[src/rtl/adc_controller_pkg.sv]
// rtl/adc_controller_pkg.sv - shared widths, ADC timing constants and FSM encodings
package adc_controller_pkg;

  // Data path widths shared with the DAC serial writer
  localparam int ADC_W_DATA = 18;
  localparam int ADC_W_CHS  = 3;
  localparam int ADC_N_CHAN = 8;

  // ADC interface timing, in clk_in cycles
  localparam int ADC_SCLK_HALF = 4;
  localparam int ADC_T_CONVST  = 2;
  localparam int ADC_BUSY_TO   = 1023;

  // Readout state encodings
  localparam logic [2:0] ST_IDLE     = 3'd0;
  localparam logic [2:0] ST_CONVST   = 3'd1;
  localparam logic [2:0] ST_BUSY_HI  = 3'd2;
  localparam logic [2:0] ST_BUSY_LO  = 3'd3;
  localparam logic [2:0] ST_CS_SETUP = 3'd4;
  localparam logic [2:0] ST_READ     = 3'd5;
  localparam logic [2:0] ST_DONE     = 3'd6;

  // Bits needed to hold 0..max_count, never less than one
  function automatic int cnt_width(input int max_count);
    return (max_count < 2) ? 1 : $clog2(max_count + 1);
  endfunction

  // Largest of three timing constants, used to size the shared phase timer
  function automatic int max3(input int a, input int b, input int c);
    int m;
    m = (a > b) ? a : b;
    return (m > c) ? m : c;
  endfunction

endpackage

[src/rtl/adc_sclk_gen.sv]
// rtl/adc_sclk_gen.sv - counter-based SCLK divider with rise/fall strobes, idles high
module adc_sclk_gen
  import adc_controller_pkg::*;
#(
  parameter int SCLK_HALF = ADC_SCLK_HALF
) (
  input  logic clk_in,
  input  logic reset_in,
  input  logic enable,
  output logic sclk,
  output logic rise,
  output logic fall
);

  localparam int HC_W = cnt_width(SCLK_HALF - 1);

  logic [HC_W-1:0] half_cnt;
  logic            half_end;

  // Strobes mark the cycle whose clock edge drives sclk to its new level
  assign half_end = (half_cnt == HC_W'(SCLK_HALF - 1));
  assign rise     = enable && half_end && !sclk;
  assign fall     = enable && half_end && sclk;

  // Half-period counter; sclk parks high and the phase restarts whenever disabled
  always_ff @(posedge clk_in) begin
    if (!reset_in) begin
      half_cnt <= '0;
      sclk     <= 1'b1;
    end else if (!enable) begin
      half_cnt <= '0;
      sclk     <= 1'b1;
    end else if (half_end) begin
      half_cnt <= '0;
      sclk     <= ~sclk;
    end else begin
      half_cnt <= half_cnt + 1'b1;
    end
  end

endmodule

[src/rtl/adc_controller.sv]
// rtl/adc_controller.sv - AD7608-class serial readout: CONVST, BUSY handshake, 8-word shift-in
module adc_controller
  import adc_controller_pkg::*;
#(
  parameter int W_DATA    = ADC_W_DATA,
  parameter int W_CHS     = ADC_W_CHS,
  parameter int N_CHAN    = ADC_N_CHAN,
  parameter int SCLK_HALF = ADC_SCLK_HALF,
  parameter int T_CONVST  = ADC_T_CONVST,
  parameter int BUSY_TO   = ADC_BUSY_TO
) (
  input  logic                     clk_in,
  input  logic                     reset_in,
  input  logic                     cstart_in,
  input  logic                     busy_in,
  input  logic                     dout_in,
  output logic                     nconvst_out,
  output logic                     ncs_out,
  output logic                     sclk_out,
  output logic signed [W_DATA-1:0] data_out,
  output logic [W_CHS-1:0]         channel_out,
  output logic                     data_valid_out,
  output logic                     cycle_done_out,
  output logic                     timeout_out
);

  localparam int TMR_W = cnt_width(max3(T_CONVST, BUSY_TO, SCLK_HALF) - 1);
  localparam int BIT_W = cnt_width(W_DATA - 1);

  logic [2:0]        state;
  logic [TMR_W-1:0]  tmr;
  logic [BIT_W-1:0]  bit_cnt;
  logic [W_CHS-1:0]  chan;
  logic [W_DATA-1:0] shift;

  logic [1:0] busy_s;
  logic [1:0] dout_s;
  logic       busy_q;
  logic       busy_sync;
  logic       dout_sync;
  logic       busy_rise;

  logic sclk_en;
  logic sclk_rise;
  logic sclk_fall_unused;

  assign busy_sync = busy_s[1];
  assign dout_sync = dout_s[1];
  // A conversion is recognised only by a fresh BUSY rise, so a stuck-high pin never qualifies
  assign busy_rise = busy_sync && !busy_q;
  assign sclk_en   = (state == ST_READ);

  // Two-flop synchronizers for the asynchronous ADC pins, plus a delayed BUSY for edge detect
  always_ff @(posedge clk_in) begin
    if (!reset_in) begin
      busy_s <= '0;
      dout_s <= '0;
      busy_q <= 1'b0;
    end else begin
      busy_s <= {busy_s[0], busy_in};
      dout_s <= {dout_s[0], dout_in};
      busy_q <= busy_sync;
    end
  end

  adc_sclk_gen #(
    .SCLK_HALF(SCLK_HALF)
  ) u_sclk_gen (
    .clk_in  (clk_in),
    .reset_in(reset_in),
    .enable  (sclk_en),
    .sclk    (sclk_out),
    .rise    (sclk_rise),
    .fall    (sclk_fall_unused)
  );

  // Readout sequencer; pin levels and pulses are registered so the ADC sees glitch-free strobes
  always_ff @(posedge clk_in) begin
    if (!reset_in) begin
      state          <= ST_IDLE;
      tmr            <= '0;
      bit_cnt        <= '0;
      chan           <= '0;
      shift          <= '0;
      nconvst_out    <= 1'b1;
      ncs_out        <= 1'b1;
      data_out       <= '0;
      channel_out    <= '0;
      data_valid_out <= 1'b0;
      cycle_done_out <= 1'b0;
      timeout_out    <= 1'b0;
    end else begin
      data_valid_out <= 1'b0;
      cycle_done_out <= 1'b0;
      timeout_out    <= 1'b0;

      case (state)
        ST_IDLE: begin
          if (cstart_in) begin
            state       <= ST_CONVST;
            tmr         <= '0;
            bit_cnt     <= '0;
            chan        <= '0;
            nconvst_out <= 1'b0;
          end
        end

        ST_CONVST: begin
          if (tmr == TMR_W'(T_CONVST - 1)) begin
            state       <= ST_BUSY_HI;
            tmr         <= '0;
            nconvst_out <= 1'b1;
          end else begin
            tmr <= tmr + 1'b1;
          end
        end

        ST_BUSY_HI: begin
          if (busy_rise) begin
            state <= ST_BUSY_LO;
            tmr   <= '0;
          end else if (tmr == TMR_W'(BUSY_TO - 1)) begin
            state       <= ST_IDLE;
            tmr         <= '0;
            timeout_out <= 1'b1;
          end else begin
            tmr <= tmr + 1'b1;
          end
        end

        ST_BUSY_LO: begin
          if (!busy_sync) begin
            state   <= ST_CS_SETUP;
            tmr     <= '0;
            ncs_out <= 1'b0;
          end else if (tmr == TMR_W'(BUSY_TO - 1)) begin
            state       <= ST_IDLE;
            tmr         <= '0;
            timeout_out <= 1'b1;
          end else begin
            tmr <= tmr + 1'b1;
          end
        end

        ST_CS_SETUP: begin
          if (tmr == TMR_W'(SCLK_HALF - 1)) begin
            state <= ST_READ;
            tmr   <= '0;
          end else begin
            tmr <= tmr + 1'b1;
          end
        end

        ST_READ: begin
          // Sample on the cycle SCLK is driven high; the ADC updated DOUT on the preceding fall
          if (sclk_rise) begin
            shift <= {shift[W_DATA-2:0], dout_sync};
            if (bit_cnt == BIT_W'(W_DATA - 1)) begin
              bit_cnt        <= '0;
              data_out       <= $signed({shift[W_DATA-2:0], dout_sync});
              channel_out    <= chan;
              data_valid_out <= 1'b1;
              chan           <= chan + 1'b1;
              if (chan == W_CHS'(N_CHAN - 1)) begin
                state   <= ST_DONE;
                ncs_out <= 1'b1;
              end
            end else begin
              bit_cnt <= bit_cnt + 1'b1;
            end
          end
        end

        ST_DONE: begin
          cycle_done_out <= 1'b1;
          state          <= ST_IDLE;
        end

        default: begin
          state       <= ST_IDLE;
          nconvst_out <= 1'b1;
          ncs_out     <= 1'b1;
        end
      endcase
    end
  end

endmodule
[config.mk]
export PLATFORM = sky130hd
export DESIGN_NAME = adc_controller
export DESIGN_NICKNAME = d
export VERILOG_FILES = /design/src/rtl/adc_controller_pkg.sv /design/src/rtl/adc_sclk_gen.sv /design/src/rtl/adc_controller.sv
export SDC_FILE = /design/constraint.sdc
export NUM_CORES = 1
export LEC_CHECK = 0
export ABC_AREA = 1
export CAP_MARGIN = 20
export CELL_PAD_IN_SITES_DETAIL_PLACEMENT = 1
export CELL_PAD_IN_SITES_GLOBAL_PLACEMENT = 1
export CORE_MARGIN = 5
export CORE_UTILIZATION = 45
export CTS_CLUSTER_DIAMETER = 30
export DETAILED_ROUTE_END_ITERATION = 8
export HOLD_SLACK_MARGIN = 0.15
export PLACE_DENSITY = 0.95
export REMOVE_ABC_BUFFERS = 1
export SYNTH_ARGS = -nofsm -noshare
export SYNTH_HDL_FRONTEND = slang
export SYNTH_SLANG_ARGS = --single-unit
[constraint.sdc]
create_clock -name clk_in -period 3.1 [get_ports clk_in]
set_clock_uncertainty 0.05 [all_clocks]
set_input_delay 0.465 -clock clk_in [delete_from_list [all_inputs] [get_ports clk_in]]
set_output_delay 0.465 -clock clk_in [all_outputs]
set_load 0.01 [all_outputs]
Word level (Yosys, flattened, before mapping)

Index checks and enable logic that the tools add are counted.

Register bits after elaboration: 72
Output and inout bits: 27

Reductions and logical operators: 21
Eq/ne operators: 19
Bitwise gates (word level): 5
$add $sub $neg: 4
Muxes and demuxes: 39

Operator list:

| kind                                           | number |
|---|---|
| two-way mux 10 bit                             | 6 |
| one-hot mux 10 bit (5 select lines)            | 1 |
| two-way mux 3 bit                              | 12 |
| one-hot mux 3 bit (6 select lines)             | 1 |
| two-way mux 5 bit                              | 3 |
| inequality test 2 bit, second input constant   | 7 |
| == test 3 bit, second input constant           | 4 |
| AND reduction 3 bit                            | 4 |
| two-way mux 1 bit                              | 11 |
| adder 10 x 1 -> 10 bit, second input constant  | 1 |
| == test 10 x 1 -> 1 bit, second input constant | 1 |
| == test 10 bit, second input constant          | 1 |
| == test 10 x 2 -> 1 bit, second input constant | 1 |
| one-hot mux 5 bit (2 select lines)             | 1 |
| OR reduction 5 bit                             | 2 |
| == test 3 x 2 -> 1 bit, second input constant  | 2 |
| one-hot mux 1 bit (3 select lines)             | 2 |
| one-hot mux 3 bit (2 select lines)             | 1 |
| AND reduction 2 bit                            | 3 |
| AND reduction 6 bit                            | 1 |
| adder 5 x 1 -> 5 bit, second input constant    | 1 |
| == test 5 bit, second input constant           | 1 |
| inverter 1 bit                                 | 5 |
| AND reduction 5 bit                            | 1 |
| 12 further kinds                               | 15 |

Depth between registers and ports, before layout

Gate-level depths: netlist of run 1.

Word-level depth: 5
Gate-level depth with buffers: 11

Modules after synthesis

From an unflattened synthesis of run 1, not the netlist that was laid out.

Cells, all modules: 391
Area, all modules: 3070.4 µm²

By module, submodules not included:

| module         | cells each | area an instance (µm²) | times used |
|---|---|---|---|
| adc_controller | 373        | 2937.8                 | 1 |
| adc_sclk_gen   | 18         | 132.6                  | 1 |

Least setup slack after synthesis of run 1

Ideal clock, no wire load.

Path kind: register to register
Start point: register u_sclk_gen.half_cnt[0]
End point: register bit_cnt[4]
Stages on the path, launching flop included: 11
Path buffers: 0
Data arrival time: 1272 ps
Path slack: 1660 ps
Required time: 2932 ps
Path through: dfxtp_1 > ha_1 > nand2_1 > inv_1 > nand2_4 > a21oi_4 > nand2_4 > nand2_4 > inv_2 > nand2_1 > nor2_1

Cells in the longest elaborated chain, start to end: 5

Ends and longest elaborated chain:

| item                            | line                  | source |
|---|---|---|
| from (decl)                     | adc_sclk_gen.sv:17    | `logic [HC_W-1:0] half_cnt;` |
| from (signal assigned)          | adc_sclk_gen.sv:37    | `half_cnt <= half_cnt + 1'b1;` |
| == test 2 bit                   | adc_sclk_gen.sv:21    | `assign half_end = (half_cnt == HC_W'(SCLK_HALF - 1));` |
| logical AND 1 bit (2 in series) | adc_sclk_gen.sv:22    | `assign rise = enable && half_end && !sclk;` |
| inequality test 2 bit (no line) | --                    |  |
| AND reduction 3 bit (no line)   | --                    |  |
| to (signal assigned)            | adc_controller.sv:169 | `bit_cnt <= bit_cnt + 1'b1;` |
| to (decl)                       | adc_controller.sv:32  | `logic [BIT_W-1:0] bit_cnt;` |

Every way passes these cells.
A chain may end at the register's enable or synchronous reset.

Worst setup path in the final report of run 1

Start point: register state[0]
End point: register data_out[2]

Cells in the longest elaborated chain, start to end: 4

Ends and longest elaborated chain:

| item                            | line                                       | source |
|---|---|---|
| from (decl)                     | adc_controller.sv:30                       | `logic [2:0] state;` |
| from (signal assigned)          | adc_controller.sv:80                       | `state <= ST_IDLE;` |
| from (signal assigned)          | adc_controller.sv:100                      | `state <= ST_CONVST;` |
| from (signal assigned)          | adc_controller.sv:110                      | `state <= ST_BUSY_HI;` |
| == test 3 bit *                 | adc_controller.sv:51, adc_controller.sv:97 |  |
| logical AND 1 bit (2 in series) | adc_sclk_gen.sv:22                         |  |
| AND reduction 3 bit (no line) * | --                                         |  |
| to (signal assigned)            | adc_controller.sv:160                      | `data_out <= $signed({shift[W_DATA-2:0], dout_sync});` |
| to (decl)                       | adc_controller.sv:20                       | `output logic signed [W_DATA-1:0] data_out,` |

Mark *: on every way between the ends. The rest lies on a longest branch, timed or not.

==> flow_metrics.py, run 1 <==
metrics = {
    "setup_path": {
        "ff2ff_path_depth": 6,
        "path_buf_inv": 1,
        "cp-end-kind": "flop",
        "r2r_slack_ns": 0.95,
        "critPathMaxStageDelay_ns": 0.58,
        "cp_slowest_cell": "dfxtp_1",
        "r2r-end": "data_out[2]",
        "cp_cell_sequence": "nand3_4 -> nor2_4 -> nand2_4 -> inv_4 -> o21ai_0 -> a21oi_1",
        "crit_required_ns": 3.34,
        "path_class": "reg2reg",
        "cp-start-kind": "flop",
        "crit_arrival_ns": 2.39,
        "crit_fanout": 27,
        "reg2reg_from": "state[0]",
        "cpLargestDelayFamily": "simple AND/OR/NAND/NOR gates",
    },
    "yosys": {
        "async_reset_ff_frac": 0,
        "yosysWarnings": 0,
        "synth.distinct_cells": 35,
        "yosysTopAreaCell": "dfxtp_1",
        "yosys-top-cells-area": "dfxtp_1, nor2_1, nand2_1, o21ai_0, inv_1",
        "yosysSeqAreaShare": 0.457,
        "synth_top_cell_area_share": 0.457,
        "synth_seq_cells": 72,
        "synth.avg_cell_area_um2": 7.84,
        "synth_enable_flop_cells": 0,
        "synth_cells": 402,
        "syn-cell-area_um2": 3150,
        "ys.flop_type": "dfxtp_1",
    },
    "pwr": {
        "p_per_area_nw_per_um2": 629,
        "power_frac_seq": 0.452,
        "clockPowerShare": 0.297,
        "combPwrFrac": 0.251,
        "p_int_uw": 1470,
        "power.switching_uw": 853,
        "sw_frac_of_total": 0.367,
        "leakage_uw": 0.00148,
        "peakVddDrop_uv": 252,
    },
    "clock_network": {
        "ctsResizeCount": 0,
        "cts_tree": "yes",
        "cts_setup_buffers": 0,
        "cts_made_buffers": 9,
        "clk_pin_slew_worst_paths_ns": 0.08,
        "clk_latency_ns": 0.36,
        "cts-root-buf": "clkbuf_8",
        "postCtsHoldBufs": 0,
        "clock-sinks": 72,
        "htree_levels": 3,
        "cts_buffer_depth": 2,
    },
    "min_path": {
        "hold_path_class": "reg2reg",
        "hold_start": "busy_s[0]",
        "whs_path_depth": 2,
        "hold_end": "busy_s[1]",
    },
    "timing": {
        "clock.fmax_mhz": 465,
        "finalSetupTns_ns": 0,
        "slew_violations": 0,
        "setup_violations": 0,
        "period_share": 0.694,
        "slew_headroom": 0.589,
        "tightest_slew_ns": 0.613,
        "fin_crit_ns": 2.15,
        "rsz0062_at_grt": "false",
        "hold_viol": 0,
    },
    "drt": {
        "wl_mm": 8.07,
        "dr.first_iter.drc_count": 101,
        "drc": 0,
        "vias_per_cell": 5.12,
        "drt_first_pass_iters": 4,
        "route.antenna.remaining_nets": 0,
        "wl_per_cell_um": 15.1,
        "dr_total_vias": 2733,
    },
    "grt": {
        "antenna_found_initial": 0,
        "grt_start_max_net_pins": 40,
        "grtUsageTotal": 0.203,
        "grt_pass1_wl_mm": 13.8,
        "first_global_vias": 2902,
        "grt_remaining_overflow": 0,
    },
    "cells_and_area": {
        "diodes": 0,
        "nets": 446,
        "layout-drive-gt1-share": 0.128,
        "final_util": 0.544,
        "syn2layout_area_growth_pct": 17.3,
    },
    "placement": {
        "place.gp.congestion": 0.830,
        "port_buffers": 31,
        "dp_hpwl_mm": 5.83,
    },
    "floorplan": {
        "rows": 30,
        "die_w_um": 93.7,
        "io_pins": 32,
        "start_util": 0.464,
        "dieArea_um2": 8780,
        "coreArea_um2": 6790,
        "dieHeight_um": 93.7,
    },
    "run": {
        "max_cap_violations": 0,
    },
    "outcome": {
        "status": "finished, final reports clean",
    },
}
[worst reg2reg max path: stages (launching register included)]
cell,delay [ns]
dfxtp_1,0.58
nand3_4,0.20
nor2_4,0.47
nand2_4,0.23
inv_4,0.28
o21ai_0,0.13
a21oi_1,0.16
[synth_stat cells (2+ instances only)]
cell type and number:
dfxtp_1 72, nor2_1 61, nand2_1 55, inv_1 48
o21ai_0 37, a21oi_1 26, nand3_1 18, nor2_2 13
ha_1 8, nand2_4 8, a211oi_1 7, xor2_1 6
buf_2 4, clkbuf_1 4, inv_2 4, nor3_1 4
inv_4 3, a211oi_2 2, buf_4 2, buf_6 2
nand4_1 2, nor2_4 2, o21ai_1 2
[worst max-delay path by stage]
stage	cells after the start	end	startpoint
final	6	data_out[2]	state[0]
after global routing	7	data_out[2]	u_sclk_gen.half_cnt[0]
after CTS	6	data_out[2]	state[0]
after detailed placement	5	chan[2]	reset_in
after global placement	5	chan[2]	reset_in
after floorplan	6	data_out[10]	state[0]
[power groups by stage]
stage	Sequential, µW	Clock, µW	Combinational, µW
global placement	1060	0	541
finish	1050	690	585
detailed placement	1070	0	584
global route	1060	753	660
CTS	1050	703	591
floorplan	1060	0	426
[registers in the layout (all words and copies together) (netlist names)]
name and cells:
bit_cnt 5, busy_q 1, busy_s 2, chan 3, channel_out 3, cycle_done_out 1
data_out 18, data_valid_out 1, dout_s 2, nconvst_out 1, ncs_out 1, shift 17
state 3, timeout_out 1, tmr 10, u_sclk_gen.half_cnt 2, u_sclk_gen.sclk 1
[per-stage QoR]
stage          instances  setup slack, ns  cell area, µm²  hold WS (ns)  power, µW
2_1_floorplan        390             1.45            3080         0.340       1480
3_3_place_gp         518            0.986            3520         0.348       1610
3_5_place_dp         518            0.872            3520         0.352       1650
4_1_cts              534            0.942            3700         0.371       2340
5_1_grt              534            0.770            3700         0.402       2470
6_report             534            0.948            3700         0.370       2330
[area by class of cell]
class	instances	area [µm²]
Clock inverter	7	55.1
Fill cell	862	3100
Timing Repair Buffer	32	318
Multi-Input combinational cell	262	1420
Tap cell	96	120
Clock buffer	9	124
Sequential cell	72	1440
Inverter	56	218
[placed cells by master (no fill, tap or decap), types with 3 or more instances in the layout]
cell             instances
clkbuf_8                 9
nand3_1                 18
a211oi_1                 7
inv_2                    4
nand2_1                 55
nand2_4                  8
o21ai_0                 37
nor2_2                  13
dfxtp_1                 72
nor2_1                  61
xor2_1                   6
clkdlybuf4s50_1         31
nor3_1                   4
inv_1                   48
ha_1                     8
a21oi_1                 26
inv_4                    3
[per-layer routing]
metal  vias up  track usage  part of all wire
met4         0        0.124             0.043
met1      1289        0.221              0.42
met5         -            0                 0
li1       1347            -                 -
met3        32       0.0505             0.038
met2        65        0.352              0.50
[logic make-up after synthesis]
group	synth area share
compound gates	0.138
xor+xnor	0.0167
fa+ha+maj	0.0317
buf+inv	0.0921
flops	0.457
simple gates	0.264
Power figures use the tool's default switching activity.
==> run 2: changes to the inputs <==
Settings changed: CORE_UTILIZATION 45 to 38, PLACE_DENSITY 0.95 to 0.87.
Clock period 3.1 ns to 1.98 ns, I/O delays scaled along.
==> flow_metrics.py, run 2 (synthesis gave the netlist of run 1 again) <==
metrics = {
    "outcome": {
        "status": "finished, final reports clean",
    },
    "cells_and_area": {
        "layout_common_cells": "dfxtp_1, nor2_1, nand2_1",
        "largest-register": "data_out",
        "diodes": 0,
        "fillers": 1023,
        "layout_commonest_cell": "dfxtp_1",
        "largest_reg_flops": 18,
        "syn2layout_area_growth_pct": 19.1,
        "layout-drive-gt1-share": 0.134,
        "nets": 449,
        "final_cells": 546,
        "reg_top3": "data_out x18, shift x17, tmr x10",
    },
    "grt": {
        "grt_start_max_net_pins": 40,
        "grt_remaining_overflow": 0,
        "grtUsageTotal": 0.160,
        "grt_pass1_wl_mm": 13.0,
        "antenna_found_initial": 0,
        "first_global_vias": 2773,
    },
    "setup_path": {
        "crit_required_ns": 2.20,
        "path_class": "reg2reg",
        "crit_fanout": 27,
        "cp-start-kind": "flop",
        "cp-end-kind": "flop",
        "crit_arrival_ns": 1.99,
    },
    "drt": {
        "drc": 0,
        "wl_mm": 7.43,
        "dr_total_vias": 2645,
        "route.antenna.remaining_nets": 0,
        "wl_per_cell_um": 13.6,
        "vias_per_cell": 4.84,
        "dr.first_iter.drc_count": 93,
        "drt_first_pass_iters": 4,
    },
    "pwr": {
        "p_per_area_nw_per_um2": 991,
        "peakVddDrop_uv": 357,
        "leakage_uw": 0.00150,
        "finalPower_uw": 3720,
    },
    "clock_network": {
        "cts_setup_buffers": 0,
        "cts_tree": "yes",
        "clk_pin_slew_worst_paths_ns": 0.08,
        "ctsResizeCount": 0,
        "clk_latency_ns": 0.34,
        "postCtsHoldBufs": 0,
        "htree_levels": 3,
        "cts_made_buffers": 9,
        "cts-root-buf": "clkbuf_8",
        "cts_buffer_depth": 2,
        "clock-sinks": 72,
    },
    "placement": {
        "port_buffers": 31,
        "place.gp.congestion": 0.866,
        "place_inst": 530,
        "place_ws_ns": 0.207,
        "dp_hpwl_mm": 5.26,
    },
    "floorplan": {
        "dieArea_um2": 10200,
        "die_w_um": 101,
        "dieHeight_um": 101,
        "rows": 33,
        "io_pins": 32,
        "start_util": 0.388,
        "coreArea_um2": 8130,
    },
    "timing": {
        "setup_violations": 0,
        "tightest_slew_ns": 0.391,
        "finalSetupTns_ns": 0,
        "timing.final.ws_setup_ns": 0.207,
        "period_share": 0.895,
        "rsz0062_at_grt": "false",
        "hold_viol": 0,
        "slew_violations": 0,
        "fin_crit_ns": 1.77,
        "slew_headroom": 0.739,
        "clock.fmax_mhz": 564,
    },
    "run": {
        "max_cap_violations": 0,
    },
    "min_path": {
        "hold_path_class": "reg2reg",
    },
}
[run 2: path summary, 6_finish.rpt]
path	start	end	slack [ns]	cells past startpoint
worst max-delay path	bit_cnt[0]	data_out[0]	0.21	7
worst min-delay path	dout_s[0]	dout_s[1]	0.37	2
worst max register to register	bit_cnt[0]	data_out[0]	0.21	7
worst min register to register	dout_s[0]	dout_s[1]	0.37	2
[run 2: per-stage QoR]
step	instance area, µm²	utilization	hold WS, ns
floorplan	3080	-	0.332
global placement	3550	0.437	0.345
detailed placement	3550	0.437	0.357
CTS	3750	0.462	0.376
global route	3750	0.462	0.383
finish	3750	0.462	0.370
[run 2: critical path, cell delays in order (launching register included)]
cell     delay [ns]
dfxtp_1        0.39
ha_1           0.17
nand2_1        0.05
nor2_1         0.31
nand2_4        0.20
inv_4          0.26
o21ai_0        0.12
a21oi_1        0.15
[run 2: layout make-up]
cell class	instances	area (µm²)	share of cell area
clock buffer	9	124	0.0330
clock inverter	7	78.8	0.0210
inverter	56	218	0.0580
multi-input combinational	262	1420	0.379
sequential	72	1440	0.384
tap	105	131	0.0350
timing repair buffer	35	340	0.0906
[run 2: routing by layer]
layer / wire length, µm / global-route usage / up-vias
met5: 0 / 0 / -
met4: 125 / 0.0654 / 0
met3: 265 / 0.0394 / 9
met2: 3780 / 0.282 / 34
met1: 3260 / 0.184 / 1252
li1: - / - / 1350
[run 2: power by group]
part,internal [µW],total [µW],switching (µW)
Combinational,308,897,589
Clock,592,1190,599
Sequential,1530,1630,101
==> run 3: changes to the inputs <==
Settings changed: CAP_MARGIN 20 to not set.
==> results of run 3 <==
Same layout as run 2: the final DEF is identical, and so are final timing and power.
